File: config.mk
export PLATFORM = sky130hd
export DESIGN_NAME = t05_byte_packer
export DESIGN_NICKNAME = d
export VERILOG_FILES = /design/src/rtl/t05_pkg.sv /design/src/rtl/t05_byte_fifo.sv /design/src/rtl/t05_byte_packer.sv
export SDC_FILE = /design/constraint.sdc
export NUM_CORES = 1
export LEC_CHECK = 0
export ABC_AREA = 0
export CORE_MARGIN = 3
export CORE_UTILIZATION = 53
export DETAILED_ROUTE_END_ITERATION = 8
export GPL_TIMING_DRIVEN = 1
export PLACE_DENSITY_LB_ADDON = 0.08
export SLEW_MARGIN = 20
export SYNTH_ARGS = -nofsm -noshare
export SYNTH_HDL_FRONTEND = slang
export SYNTH_SLANG_ARGS = --single-unit
export TNS_END_PERCENT = 30
File: constraint.sdc
create_clock -name clk -period 3.2 [get_ports clk]
set_input_delay 0.64 -clock clk [delete_from_list [all_inputs] [get_ports clk]]
set_output_delay 0.64 -clock clk [all_outputs]
set_load 0.01 [all_outputs]
File: src/rtl/t05_pkg.sv
// Shared stage encodings, packer state type and pad helper for the t05 byte packer.
package t05_pkg;

   localparam logic [3:0] ST_ENCODE    = 4'd5;
   localparam logic [3:0] ST_EOF       = 4'd6;
   localparam logic [3:0] ST_PACK_DONE = 4'd7;

   typedef enum logic [2:0] {
      S_IDLE,
      S_PACK,
      S_PAD,
      S_DRAIN,
      S_DONE
   } packer_state_t;

   // Moves the cnt payload bits held in the low end of sh up to bit 7, fills the rest with pad.
   function automatic logic [7:0] pad_byte(input logic [7:0] sh, input logic [2:0] cnt,
                                           input logic pad);
      logic [7:0] r;
      r = sh << (4'd8 - {1'b0, cnt});
      for (int unsigned i = 0; i < 8; i++) begin
         if (i + 32'(cnt) < 32'd8) r[i] = pad;
      end
      return r;
   endfunction

endpackage

File: src/rtl/t05_byte_fifo.sv
// Synchronous FIFO; a push while full is only taken when a pop frees the slot in the same cycle.
module t05_byte_fifo #(
   parameter int unsigned DEPTH = 2,
   parameter int unsigned WIDTH = 8
) (
   input  logic                       clk,
   input  logic                       rst,
   input  logic                       push_i,
   input  logic [WIDTH-1:0]           data_i,
   input  logic                       pop_i,
   output logic [WIDTH-1:0]           data_o,
   output logic                       full_o,
   output logic                       empty_o,
   output logic [$clog2(DEPTH):0]     count_o
);

   localparam int unsigned AW = $clog2(DEPTH);

   logic [WIDTH-1:0] mem_q [DEPTH];
   logic [AW-1:0]    wr_q, rd_q;
   logic [AW:0]      count_q;
   logic             do_push, do_pop;

   assign empty_o = (count_q == '0);
   assign full_o  = (count_q == (AW+1)'(DEPTH));
   assign count_o = count_q;
   assign do_pop  = pop_i && !empty_o;
   assign do_push = push_i && (!full_o || do_pop);
   assign data_o  = empty_o ? '0 : mem_q[rd_q];

   always_ff @(posedge clk or posedge rst) begin
      if (rst) begin
         wr_q    <= '0;
         rd_q    <= '0;
         count_q <= '0;
      end else begin
         if (do_push) wr_q <= wr_q + 1'b1;
         if (do_pop)  rd_q <= rd_q + 1'b1;
         if (do_push && !do_pop)      count_q <= count_q + 1'b1;
         else if (!do_push && do_pop) count_q <= count_q - 1'b1;
      end
   end

   always_ff @(posedge clk) begin
      if (do_push) mem_q[wr_q] <= data_i;
   end

endmodule

File: src/rtl/t05_byte_packer.sv
// Packs the translation bit stream MSB-first into bytes, pads the tail on flush,
// drains the output FIFO and signals completion to the top-level FSM.
module t05_byte_packer
   import t05_pkg::*;
#(
   parameter int unsigned FIFO_DEPTH = 2,
   parameter logic        PAD_BIT    = 1'b0
) (
   input  logic        clk,
   input  logic        rst,
   input  logic [3:0]  en_state,
   input  logic        writeBin,
   input  logic        writeEn,
   input  logic        flush,
   input  logic        byte_ready,
   output logic [7:0]  byte_out,
   output logic        byte_valid,
   output logic [31:0] bit_count,
   output logic        overflow,
   output logic [3:0]  fin_state
);

   packer_state_t state_q, state_d;
   logic [7:0]    sh_q, sh_d;
   logic [2:0]    cnt_q, cnt_d;
   logic [31:0]   bits_q, bits_d;
   logic          overflow_q, overflow_d;

   logic          push, pop, accept;
   logic [7:0]    push_data;
   logic          fifo_full, fifo_empty;
   logic [$clog2(FIFO_DEPTH):0] fifo_count;

   t05_byte_fifo #(.DEPTH(FIFO_DEPTH), .WIDTH(8)) u_fifo (
      .clk     (clk),
      .rst     (rst),
      .push_i  (push),
      .data_i  (push_data),
      .pop_i   (pop),
      .data_o  (byte_out),
      .full_o  (fifo_full),
      .empty_o (fifo_empty),
      .count_o (fifo_count)
   );

   assign byte_valid = !fifo_empty;
   assign pop        = byte_valid && byte_ready;
   assign accept     = writeEn && (en_state == ST_ENCODE) &&
                       ((state_q == S_IDLE) || (state_q == S_PACK));

   always_comb begin
      state_d   = state_q;
      sh_d      = sh_q;
      cnt_d     = cnt_q;
      bits_d    = bits_q;
      push      = 1'b0;
      push_data = '0;
      fin_state = '0;

      if (accept) begin
         sh_d   = {sh_q[6:0], writeBin};
         cnt_d  = cnt_q + 3'd1;
         bits_d = bits_q + 32'd1;
         if (cnt_q == 3'd7) begin
            push      = 1'b1;
            push_data = {sh_q[6:0], writeBin};
         end
      end

      unique case (state_q)
         S_IDLE: begin
            if (flush)                        state_d = S_PAD;
            else if (en_state == ST_ENCODE)   state_d = S_PACK;
         end
         S_PACK: begin
            if (flush) state_d = S_PAD;
         end
         S_PAD: begin
            if (cnt_q == 3'd0) begin
               sh_d    = '0;
               state_d = S_DRAIN;
            end else if (!fifo_full || pop) begin
               push      = 1'b1;
               push_data = pad_byte(sh_q, cnt_q, PAD_BIT);
               sh_d      = '0;
               cnt_d     = '0;
               state_d   = S_DRAIN;
            end
         end
         S_DRAIN: begin
            // count reaches zero only after the final pop edge, so DONE follows it
            if (fifo_count == '0) state_d = S_DONE;
         end
         S_DONE: begin
            fin_state = ST_PACK_DONE;
            state_d   = S_IDLE;
         end
         default: state_d = S_IDLE;
      endcase

      overflow_d = overflow_q | (push && fifo_full && !pop);
   end

   always_ff @(posedge clk or posedge rst) begin
      if (rst) begin
         state_q    <= S_IDLE;
         sh_q       <= '0;
         cnt_q      <= '0;
         bits_q     <= '0;
         overflow_q <= 1'b0;
      end else begin
         state_q    <= state_d;
         sh_q       <= sh_d;
         cnt_q      <= cnt_d;
         bits_q     <= bits_d;
         overflow_q <= overflow_d;
      end
   end

   assign bit_count = bits_q;
   assign overflow  = overflow_q;

endmodule
* Word level (Yosys, flattened, before mapping)
Memories as Yosys holds them, arrays and structs flattened.
Index checks and enable logic that the tools add are counted.
** Cells by class
- Add/sub/neg operators :: 14
- Order comparisons :: 8
- Equal/unequal tests :: 11
- Shifts and indexed selects :: 1
- Multiplexer cells :: 39
- Bitwise gates (word level) :: 1
- Reductions and logical operators :: 22
** Operators with widths (number)
- 8-bit 2-to-1 mux :: 10
- 3-bit 2-to-1 mux :: 11
- 32-bit by 1-bit adder with 32-bit output (second input constant) :: 1
- 4-bit < comparator (second input constant) :: 7
- 3-bit by 3-bit adder with 4-bit output (first input constant) :: 4
- 1-bit 2-to-1 mux :: 15
- 3-bit one-hot mux with 4 select lines :: 1
- 1-bit logical AND :: 9
- 2-bit by 3-bit adder with 4-bit output (first input constant) :: 2
- 8-bit by 4-bit << shifter with 8-bit output :: 1
- 3-bit by 2-bit == test with 1-bit output (second input constant) :: 2
- 3-bit == test (second input constant) :: 2
- 3-bit logical NOT :: 2
- 1-bit logical NOT :: 5
- 1-bit by 3-bit adder with 4-bit output (first input constant) :: 1
- 4-bit by 3-bit == test with 1-bit output (second input constant) :: 1
- 3-bit by 4-bit < comparator with 1-bit output (second input constant) :: 1
- 2-bit 2-to-1 mux :: 2
- 4-bit AND reduction :: 1
- 4-bit by 3-bit subtractor with 4-bit output (first input constant) :: 1
- 3-bit by 1-bit adder with 3-bit output (second input constant) :: 1
- 3-bit by 1-bit == test with 1-bit output (second input constant) :: 1
- 1-bit logical OR :: 3
- 3-bit by 2-bit != test with 1-bit output (second input constant) :: 1
- other kinds (10) :: 11
** Storage, ports and cells
- Register bits :: 51
- Bits in writable memories :: 16
- Bits of input ports :: 10
- Output and inout bits :: 46
- Logic and storage cells :: 105
- Memories kept :: 1
** Memories
- u_fifo.mem_q :: words 2, bits a word 8, read ports 1, clocked after Yosys merged registers in 0, write ports 1, line t05_byte_fifo.sv:19 : logic [WIDTH-1:0] mem_q [DEPTH];

* Depth between registers and ports, before layout
Gate-level depths: netlist (run 1).
- Word-level depth :: 12
- Gate-level depth with buffers :: 10
- Mapped depth without buffers :: 9

* Cells and area by module
A second synthesis (run 1) with hierarchy kept.
** Unflattened totals
- Cell total of the unflattened synthesis :: 311
- Area total of the unflattened synthesis :: 3382.0 sq um
** By module, submodules not included
- t05_byte_packer :: instances 1, cells each 258, area an instance 2563.7 sq um, seq. area each 1176.1 sq um
- t05_byte_fifo :: instances 1, cells each 53, area an instance 818.3 sq um, seq. area each 580.6 sq um

* Least setup slack after synthesis (run 1)
OpenSTA, ideal clock, no wires.
- Path kind :: register to register
- Start point :: register cnt_q[0]
- End point :: memory u_fifo.mem_q[0][0], enable pin
- Library setup time :: 0.373 ns
- Arrival time :: 1.996 ns
- Data required time :: 2.827 ns
- Path slack :: 0.830 ns
- Cell stages (with the launch flop) :: 8
- Buffers on the path :: 1
- Clock period less this slack :: 2.370 ns
- Cells stage by stage :: dfrtp_1 > clkbuf_1 > inv_1 > ha_1 > ha_1 > nor4b_4 > o21a_1 > nor2b_1
** On the way
- Cells in the longest elaborated chain, start to end :: 9
- Elaborated cells between the ends (all ways) :: 10
- Those cells by class :: eq/ne: 1; mux: 7; reduce/logical: 2
** RTL lines
- start: declaration :: line t05_byte_packer.sv:25 : logic [2:0] cnt_q, cnt_d;
- start signal: assignment :: line t05_byte_packer.sv:114 : cnt_q <= cnt_d;
- 3-bit == test :: line t05_byte_packer.sv:64 : if (cnt_q == 3'd7) begin
- 1-bit 2-to-1 mux :: line t05_byte_packer.sv:64
- 1-bit 2-to-1 mux :: line t05_byte_packer.sv:60 : if (accept) begin
- 1-bit 2-to-1 mux :: line t05_byte_packer.sv:82 : end else if (!fifo_full || pop) begin
- 1-bit 2-to-1 mux :: line t05_byte_packer.sv:79 : if (cnt_q == 3'd0) begin
- 1-bit 2-to-1 mux * :: line t05_byte_packer.sv:70 : unique case (state_q)
- 1-bit logical AND * :: line t05_byte_fifo.sv:28 : assign do_push = push_i && (!full_o || do_pop);
- 1-bit 2-to-1 mux * :: line t05_byte_fifo.sv:45 : if (do_push) mem_q[wr_q] <= data_i;
- 1-bit 2-to-1 mux (implied by the code) * :: line t05_byte_fifo.sv:45
- end: declaration :: line t05_byte_fifo.sv:19
Mark *: on every way between the ends. The rest lies on a longest branch, timed or not.

* Final worst setup path (run 1)
- Start point :: register u_fifo.count_q[0] (netlist: u_fifo.count_o[0])
- End point :: output byte_out[0]
** On the way
- Cells in the longest elaborated chain, start to end :: 2
** RTL lines
- start: declaration :: line t05_byte_fifo.sv:21 : logic [AW:0] count_q;
- start signal: assignment :: line t05_byte_fifo.sv:39 : if (do_push && !do_pop) count_q <= count_q + 1'b1;
- start signal: assignment :: line t05_byte_fifo.sv:40 : else if (!do_push && do_pop) count_q <= count_q - 1'b1;
- 2-bit logical NOT :: line t05_byte_fifo.sv:24 : assign empty_o = (count_q == '0);
- 8-bit 2-to-1 mux :: line t05_byte_fifo.sv:29 : assign data_o = empty_o ? '0 : mem_q[rd_q];
- end: declaration :: line t05_byte_packer.sv:16 : output logic [7:0] byte_out,
Every way passes these cells.

==> flow_summary.yaml, run 1 <==
global_route:
  antenna_found_initial: 0
  grt_usage: 0.199
  grt_pass1_wl_um: 11700
  grt_max_degree: 52
  first_global_vias: 2370
  grt_overflow: 0
logic_synthesis:
  synth_top_family_by_area: "simple AND/OR/NAND/NOR gates"
  synthXorXnorAreaFrac: 0.0944
  synth_nets: 345
  synthSimpleGateAreaFrac: 0.219
  syn_inst: 329
  synthDistinctLibCells: 50
  synth_mux_area_frac: 0.0536
  async_flop_share: 0.761
  synth_fa_ha_area_frac: 0.0219
  synth_compound_area_frac: 0.0587
  netlist_area_mm2: 0.00343
  ys_ff_latch: 67
  syn_avg_cell_area_um2: 10.4
  synth_flop_cell: "dfrtp_1"
  seq_area_frac_synth: 0.512
  ys_warn_count: 0
  synth_edf_count: 16
route:
  vias: 2521
  ant_nets: 0
  drt_iter0_drc: 106
  drt_wl_total_um: 7010
  detail_route.vias_per_cell: 5.50
  drtPass1Iterations: 4
  drc: 0
  routedWlPerCell_um: 15.3
clock_network:
  cts_resized: 0
  cts_hold_buf: 0
  cts.sinks: 67
  clkTransAtPathRegs_ns: 0.07
  clk_latency_ns: 0.33
  numCtsBuffers: 9
  ctsLongestPathBuffers: 2
  cts_root_buffer: "clkbuf_8"
  cts_tree: "done"
  postCtsSetupBuffers: 0
  cts_max_level: 3
placed_design:
  portBuffers: 54
  pre_cts_ws_ns: 0.513
  dp_cells: 442
  gp_congestion: 0.877
  hpwl_um: 4890
timing:
  hold_viol: 0
  fin_crit_ns: 2.59
  slew_headroom: 0.532
  min_period_over_period: 0.811
  fmax_mhz: 385
  setup_tns_ns: 0
  rsz0062_at_grt: "false"
  slew_viol_final: 0
  finClkSkew_ns: 0.00721
  worst_slew_pin_slew_ns: 0.700
  finalSetupViolCount: 0
  worst_slack_ns: 0.606
worst_setup_path:
  crit_end: "byte_out[0]"
  worstPathRequired_ns: 2.56
  rr_endpoint: "u_fifo.mem_q[0][6]$_DFFE_PP_"
  r2r_cells: 7
  critPathArrivalTime_ns: 1.95
  cp_max_fo: 11
  r2r_slack_ns: 0.87
  path_class: "reg -> out"
  endpoint_kind: "primary output"
  startpoint_type: "flop"
  startpoint: "u_fifo.count_o[0]$_DFFE_PP0P_"
  r2r_start: "cnt_q[1]$_DFF_PP0_"
floorplanning:
  rows: 28
  io_pins: 56
  die_x_um: 86.5
  die_area_mm2: 0.00748
  start_util: 0.563
  fp.dieH_um: 86.5
  core_area_mm2: 0.00610
pwr:
  p_leak_nw: 1.82
  pwr-share-seq: 0.396
  power.density_mw_per_mm2: 648
  clkPwrFrac: 0.322
  p_int_mw: 1.95
  p_sw_frac: 0.295
  power_switching_uw: 813
  comb_power_share: 0.281
  irDropWorstVdd_v: 0.000426
finish:
  area_delta_synth_final_pct: 24.1
  n_fill_cell: 454
  drive_above_1_share: 0.0757
  layout.cells.non_filler: 458
  n_antenna_cell: 0
  fin_util: 0.699
  multi_input_area_mm2: 0.00154
  seq_area_mm2: 0.00176
  finalNetCount: 394
min_path:
  min_path_type: "reg -> reg"
  hold_depth: 1
run:
  timing.max_cap.violations: 0
run_status:
  status: "finished clean"
[worst max-delay path, cell delays in order, from the launching register on]
cell             delay [ns]
dfrtp_1                0.43
nor2_1                 0.56
nor2_1                 0.12
clkdlybuf4s50_1        0.52
[cell usage after synthesis (2+ instances only)]
cell | count | area share
nor4_1 | 8 | 0.015
edfxtp_1 | 16 | 0.14
and2_1 | 6 | 0.011
nor2b_1 | 3 | 0.0055
nor3b_1 | 2 | 0.0044
and3_1 | 2 | 0.0036
nand2_1 | 44 | 0.048
dfrtp_1 | 51 | 0.37
nor2_1 | 20 | 0.022
a21oi_1 | 12 | 0.017
mux2i_1 | 15 | 0.044
ha_1 | 6 | 0.022
nor3_1 | 14 | 0.020
clkbuf_1 | 14 | 0.015
o21a_1 | 2 | 0.0044
nand4_2 | 2 | 0.0073
buf_4 | 3 | 0.0066
nand3_1 | 12 | 0.017
xnor2_1 | 11 | 0.028
o211ai_1 | 2 | 0.0044
nand4_1 | 8 | 0.015
xor2_1 | 26 | 0.066
inv_1 | 9 | 0.0098
nand3b_1 | 2 | 0.0044
nand2b_1 | 2 | 0.0036
and4_1 | 7 | 0.018
o21ai_0 | 7 | 0.010
[power by group through the flow]
stage	clock network [mW]	logic [mW]	registers, mW
after floorplan	0	0.542	1.06
after detailed placement	0	0.778	1.11
final	0.890	0.776	1.09
after CTS	0.912	0.784	1.09
after global placement	0	0.765	1.11
after global routing	0.953	0.860	1.11
[per-stage QoR]
| stage | hold slack [ns] | power (mW) | cell area (µm²) |
|---|---|---|---|
| 3_5_place_dp | 0.459 | 1.89 | 4000 |
| 6_report | 0.463 | 2.76 | 4260 |
| 5_1_grt | 0.498 | 2.92 | 4260 |
| 4_1_cts | 0.470 | 2.79 | 4260 |
| 2_1_floorplan | 0.455 | 1.61 | 3430 |
| 3_3_place_gp | 0.457 | 1.87 | 4000 |
[cell families (layout without fill, tap and decap cells)]
kind of cell / Yosys count / count (layout)
compound gates: 32 / 32
xor+xnor: 37 / 37
flops: 67 / 67
buf+inv: 30 / 84
fa+ha+maj: 6 / 6
other cells: 1 / 1
simple gates: 139 / 139
mux: 17 / 17
[sequential cells by signal (all words and copies together), names as in the netlist]
register / flops
bit_count: 32
cnt_q: 3
overflow: 1
sh_q: 8
state_q: 3
u_fifo.count_o: 2
u_fifo.mem_q: 16
u_fifo.rd_q: 1
u_fifo.wr_q: 1
[worst min path at each step]
stage	from	endpoint	slack, ns
final	bit_count[31]$_DFFE_PP0N_	bit_count[31]$_DFFE_PP0N_	0.46
after global routing	u_fifo.count_o[1]$_DFFE_PP0P_	u_fifo.count_o[1]$_DFFE_PP0P_	0.50
after CTS	bit_count[31]$_DFFE_PP0N_	bit_count[31]$_DFFE_PP0N_	0.47
after floorplan	u_fifo.wr_q$_DFFE_PP0N_	u_fifo.wr_q$_DFFE_PP0N_	0.46
after global placement	bit_count[31]$_DFFE_PP0N_	bit_count[31]$_DFFE_PP0N_	0.46
after detailed placement	bit_count[31]$_DFFE_PP0N_	bit_count[31]$_DFFE_PP0N_	0.46
[cell type report]
| cell class | count | area share |
|---|---|---|
| clock buffers | 10 | 0.0300 |
| clock inverters | 6 | 0.0300 |
| inverters | 9 | 0.00793 |
| multi-input cells | 232 | 0.362 |
| flip-flops and latches | 67 | 0.412 |
| well taps | 75 | 0.0220 |
| repair buffers | 59 | 0.136 |
[cell usage in the layout (no fill, tap or decap), types with 3 or more instances in the layout]
cell / Yosys / routed
clkdlybuf4s50_1: 0 / 54
dfrtp_1: 51 / 51
nand2_1: 44 / 44
xor2_1: 26 / 26
nor2_1: 20 / 20
edfxtp_1: 16 / 16
mux2i_1: 15 / 15
nor3_1: 14 / 14
nand3_1: 12 / 12
a21oi_1: 12 / 12
xnor2_1: 11 / 11
clkbuf_8: 0 / 9
nand4_1: 8 / 8
inv_1: 9 / 8
nor4_1: 8 / 8
and4_1: 7 / 7
o21ai_0: 7 / 7
and2_1: 6 / 6
ha_1: 6 / 6
buf_4: 3 / 5
bufinv_16: 0 / 4
nor2b_1: 3 / 3
[routing by layer]
| layer | wire, µm | global-route usage | up-vias |
|---|---|---|---|
| met5 | 0 | 0 | - |
| met3 | 223 | 0.0361 | 9 |
| met2 | 3220 | 0.297 | 49 |
| met4 | 90 | 0.0722 | 0 |
| li1 | - | - | 1250 |
| met1 | 3470 | 0.292 | 1213 |
(Power assumes the default switching activity.)
==> run 2, diff against run 1 <==
==> constraint.sdc (replaced) <==
create_clock -name clk -period 2.65 [get_ports clk]
set_input_delay 0.53 -clock clk [delete_from_list [all_inputs] [get_ports clk]]
set_output_delay 0.53 -clock clk [all_outputs]
set_load 0.01 [all_outputs]
==> flow_summary.yaml, run 2 (synthesis gave the netlist of run 1 again) <==
clock_network:
  cts_max_level: 3
  clkTransAtPathRegs_ns: 0.07
  cts_hold_buf: 0
  cts_resized: 0
  numCtsBuffers: 9
  clk_latency_ns: 0.34
  cts.sinks: 67
  cts_tree: "done"
  ctsLongestPathBuffers: 2
  cts_root_buffer: "clkbuf_8"
  postCtsSetupBuffers: 0
finish:
  layout_common_cells: "clkdlybuf4s50_1 (54), dfrtp_1 (51), nand2_1 (44), xor2_1 (26), nor2_1 (20)"
  layout_commonest_cell: "clkdlybuf4s50_1"
  largest_register_ffs: 32
  n_fill_cell: 490
  layout.cells.non_filler: 462
  finalNetCount: 398
  area_delta_synth_final_pct: 22.6
  n_antenna_cell: 0
  drive_above_1_share: 0.0853
route:
  drt_wl_total_um: 7350
  drc: 0
  routedWlPerCell_um: 15.9
  drt_iter0_drc: 123
  drtPass1Iterations: 5
  detail_route.vias_per_cell: 5.63
  ant_nets: 0
  vias: 2603
floorplanning:
  core_area_mm2: 0.00610
  io_pins: 56
  fp.dieH_um: 86.5
  die_area_mm2: 0.00748
  start_util: 0.563
  rows: 28
  die_x_um: 86.5
worst_setup_path:
  critPathArrivalTime_ns: 2.48
  worstPathRequired_ns: 2.76
  endpoint_kind: "flop"
  cp_max_fo: 11
  cpMaxStageDelayCell: "ha_1"
  slowest_delay_ns: 0.50
  worstPathCellList: "inv_1 -> ha_1 -> ha_1 -> mux2i_1 -> mux2i_1 -> o21ai_0 -> o31ai_1"
  startpoint_type: "flop"
  path_class: "reg -> reg"
timing:
  finalSetupViolCount: 0
  worst_slew_pin_slew_ns: 0.980
  fmax_mhz: 421
  slew_headroom: 0.341
  fin_crit_ns: 2.37
  setup_tns_ns: 0
  hold_viol: 0
  finClkSkew_ns: 0.00566
  rsz0062_at_grt: "false"
  min_period_over_period: 0.896
  worst_slack_ns: 0.275
  slew_viol_final: 0
min_path:
  min_path_type: "reg -> reg"
pwr:
  p_leak_nw: 1.80
  power.density_mw_per_mm2: 709
  irDropWorstVdd_v: 0.000605
global_route:
  grt_max_degree: 28
  grt_usage: 0.218
  grt_overflow: 0
  antenna_found_initial: 0
  first_global_vias: 2547
  grt_pass1_wl_um: 12700
placed_design:
  pre_cts_ws_ns: 0.198
  portBuffers: 54
  gp_congestion: 0.877
  hpwl_um: 5270
  dp_cells: 446
run_status:
  status: "finished clean"
run:
  timing.max_cap.violations: 0
[run 2: cell type report]
type                       count  area (µm²)  area share
timing repair buffer          63         621       0.148
tap                           75        93.8      0.0223
multi-input combinational    232        1540       0.366
clock buffer                  10         128      0.0303
clock inverter                 6        32.5     0.00773
inverter                       9        33.8     0.00803
sequential                    67        1760       0.418
[run 2: power by group]
part	switching, mW	internal [mW]	leakage [nW]	total, mW
clock	0.377	0.329	0.0771	0.707
combinational	0.477	0.478	0.889	0.955
sequential	0.159	1.16	0.834	1.32
[run 2: worst max-delay path: cells and delay by family (launching register included)]
| kind | cells | cell delay, ns |
|---|---|---|
| AOI/OAI and AO/OA | 2 | 0.49 |
| muxes | 2 | 0.41 |
| buffers and inverters | 1 | 0.10 |
| DFF | 1 | 0.44 |
| adders and majority gates | 2 | 0.69 |
[run 2: final timing paths]
kind | from | slack (ns) | to | depth (start not counted)
min in group asynchronous | rst | 0.57 | state_q[2]$_DFFE_PP0P_ | 2
worst min register to register | overflow$_DFF_PP0_ | 0.48 | overflow$_DFF_PP0_ | 1
worst min-delay path | overflow$_DFF_PP0_ | 0.48 | overflow$_DFF_PP0_ | 1
worst max register to register | cnt_q[1]$_DFF_PP0_ | 0.28 | u_fifo.mem_q[0][6]$_DFFE_PP_ | 7
worst max-delay path | cnt_q[1]$_DFF_PP0_ | 0.28 | u_fifo.mem_q[0][6]$_DFFE_PP_ | 7
max in group asynchronous | rst | 1.54 | bit_count[2]$_DFFE_PP0N_ | 3
[run 2: metal layers]
metal  routed length (µm)  track usage
met1                 3420        0.316
met2                 3460        0.321
met3                  331       0.0352
met4                  138        0.102
met5                    0            0
[run 2: metrics by stage]
stage / total power [mW] / instance area [µm²] / hold WS [ns] / utilization
after floorplan: 1.94 / 3430 / 0.455 / -
after global placement: 2.27 / 4050 / 0.458 / 0.664
after detailed placement: 2.30 / 4050 / 0.467 / 0.664
after CTS: 3.01 / 4210 / 0.481 / 0.690
after global routing: 3.17 / 4210 / 0.503 / 0.690
final: 2.98 / 4210 / 0.480 / 0.690
==> run 3, diff against run 2 <==
--- a/config.mk
+++ b/config.mk
@@ -11,8 +11,10 @@
 export DETAILED_ROUTE_END_ITERATION = 8
 export GPL_TIMING_DRIVEN = 1
 export PLACE_DENSITY_LB_ADDON = 0.08
+export SKIP_LAST_GASP = 1
 export SLEW_MARGIN = 20
 export SYNTH_ARGS = -nofsm -noshare
 export SYNTH_HDL_FRONTEND = slang
+export SYNTH_HIERARCHICAL = 1
 export SYNTH_SLANG_ARGS = --single-unit
 export TNS_END_PERCENT = 30
==> flow_summary.yaml, run 3 <==
placed_design:
  dp_cells: 440
  portBuffers: 54
  postPlaceCellArea_mm2: 0.00404
  gp_congestion: 0.879
  hpwl_um: 4740
  pre_cts_ws_ns: 0.110
worst_setup_path:
  r2r_start: "cnt_q[0]$_DFF_PP0_"
  worstPathRequired_ns: 2.64
  rr_endpoint: "u_fifo/mem_q[1][6]$_DFFE_PP_"
  cp_max_fo: 8
  startpoint: "cnt_q[0]$_DFF_PP0_"
  crit_end: "u_fifo/mem_q[1][6]$_DFFE_PP_"
  startpoint_type: "flop"
  r2r_slack_ns: 0.28
  path_class: "reg -> reg"
  critPathArrivalTime_ns: 2.36
  r2r_cells: 8
  endpoint_kind: "flop"
pwr:
  power.density_mw_per_mm2: 761
  total_power_mw: 3.23
  p_leak_nw: 1.77
  irDropWorstVdd_v: 0.000642
floorplanning:
  die_area_mm2: 0.00738
  rows: 28
  core_area_mm2: 0.00606
  io_pins: 56
  die_x_um: 85.9
  fp.dieH_um: 85.9
  start_util: 0.558
route:
  detail_route.vias_per_cell: 5.33
  vias: 2431
  ant_nets: 0
  drt_wl_total_um: 6440
  top_layer: "met4"
  drc: 0
  met2_wirelength_um: 3010
  drt_iter0_drc: 106
  routedWlPerCell_um: 14.1
  drtPass1Iterations: 4
  wl_met3_um: 272
  wl_met1_um: 3090
finish:
  layout_commonest_cell: "clkdlybuf4s50_1"
  largest_register_ffs: 32
  area_delta_synth_final_pct: 25.7
  drive_above_1_share: 0.134
  n_fill_cell: 456
  finalNetCount: 392
  layout.cells.non_filler: 456
  final_area_mm2: 0.00425
  n_antenna_cell: 0
  layout_common_cells: "clkdlybuf4s50_1 (54), dfrtp_1 (51), nand2_1 (45), xnor2_1 (32), nor2_1 (22)"
  fin_util: 0.701
clock_network:
  clkTransAtPathRegs_ns: 0.07
  cts_root_buffer: "clkbuf_8"
  numCtsBuffers: 9
  cts_resized: 0
  postCtsSetupBuffers: 0
  ctsLongestPathBuffers: 2
  cts_max_level: 3
  cts_hold_buf: 0
  cts_tree: "done"
  cts.sinks: 67
  clk_latency_ns: 0.33
global_route:
  grt_overflow: 0
  first_global_vias: 2362
  grt_pass1_wl_um: 11300
  grt_usage: 0.191
  grt_max_degree: 24
  antenna_found_initial: 0
logic_synthesis:
  synth_edf_count: 16
  ys_warn_count: 6
  synth_nets: 327
  synth_commonest_cells: "dfrtp_1 (51), nand2_1 (45), xnor2_1 (32)"
  async_flop_share: 0.761
  seq_area_frac_synth: 0.519
  syn_inst: 311
  yosysMostFrequentCell: "dfrtp_1"
  synthDominantAreaCellType: "dfrtp_1"
  syn_avg_cell_area_um2: 10.9
  synth_area_leaders: "dfrtp_1 (38%), edfxtp_1 (14%), xnor2_1 (8.3%)"
  synth_top_area_share: 0.377
  netlist_area_mm2: 0.00338
  synthDistinctLibCells: 53
  ys_ff_latch: 67
  synth_flop_cell: "dfrtp_1"
timing:
  rsz0062_at_grt: "false"
  fin_crit_ns: 2.37
  min_period_over_period: 0.894
  setup_tns_ns: 0
  slew_viol_final: 0
  fmax_mhz: 422
  holdWs_ns: 0.438
  finClkSkew_ns: 0.00963
  finalSetupViolCount: 0
  hold_viol: 0
  worst_slack_ns: 0.280
run_status:
  status: "finished clean"
min_path:
  min_path_type: "in -> async"
run:
  timing.max_cap.violations: 0
-- run 3: changes by cell type in the layout (fill, tap and decap cells not counted), sizes merged, moves of 5 or more --
cell   change
nor4       -6
xor2      -21
nor3      -12
xnor2     +21
and3       +5
buf        +5
-- run 3: worst max-delay path: stages, from the launching register on --
cell	delay, ns
dfrtp_1	0.47
inv_1	0.14
ha_1	0.23
ha_1	0.24
a2111oi_4	0.30
or2_2	0.19
o21ai_4	0.07
inv_2	0.05
and2_1	0.34
-- run 3: area by class of cell --
| type | instances | area, µm² | share of cell area |
|---|---|---|---|
| inverters | 12 | 45.0 | 0.0106 |
| multi-input cells | 218 | 1500 | 0.353 |
| flip-flops and latches | 67 | 1760 | 0.413 |
| well taps | 75 | 93.8 | 0.0221 |
| clock buffers | 11 | 131 | 0.0309 |
| repair buffers | 68 | 646 | 0.152 |
| clock inverters | 5 | 77.6 | 0.0183 |
-- run 3: per-layer routing --
metal	vias to the layer above	global-route usage
met2	59	0.294
li1	1209	-
met4	0	0.0719
met1	1157	0.271
met5	-	0
met3	6	0.0346
-- run 3: kinds of logic (layout without fill, tap and decap cells) --
group           after synthesis  count (layout)  synth area share
compound gates               38              38            0.0803
other cells                   1               1           0.00111
fa+ha+maj                     6               6            0.0222
buf+inv                      26              96            0.0370
flops                        67              67             0.519
xor+xnor                     37              37            0.0958
simple gates                121             121             0.195
mux                          15              15            0.0488
-- run 3: how the worst min path moves through the flow --
stage,end
after global placement,bit_count[31]$_DFFE_PP0P_
after detailed placement,bit_count[31]$_DFFE_PP0P_
final,u_fifo/rd_q$_DFFE_PP0P_
after global routing,u_fifo/rd_q$_DFFE_PP0P_
after CTS,u_fifo/rd_q$_DFFE_PP0P_
after floorplan,u_fifo/count_o[0]$_DFFE_PP0P_
-- run 3: power by group --
group | internal, mW | leakage [nW] | switching [mW]
logic | 0.501 | 0.837 | 0.514
registers | 1.16 | 0.833 | 0.157
clock network | 0.527 | 0.103 | 0.375
total | 2.19 | 1.77 | 1.05
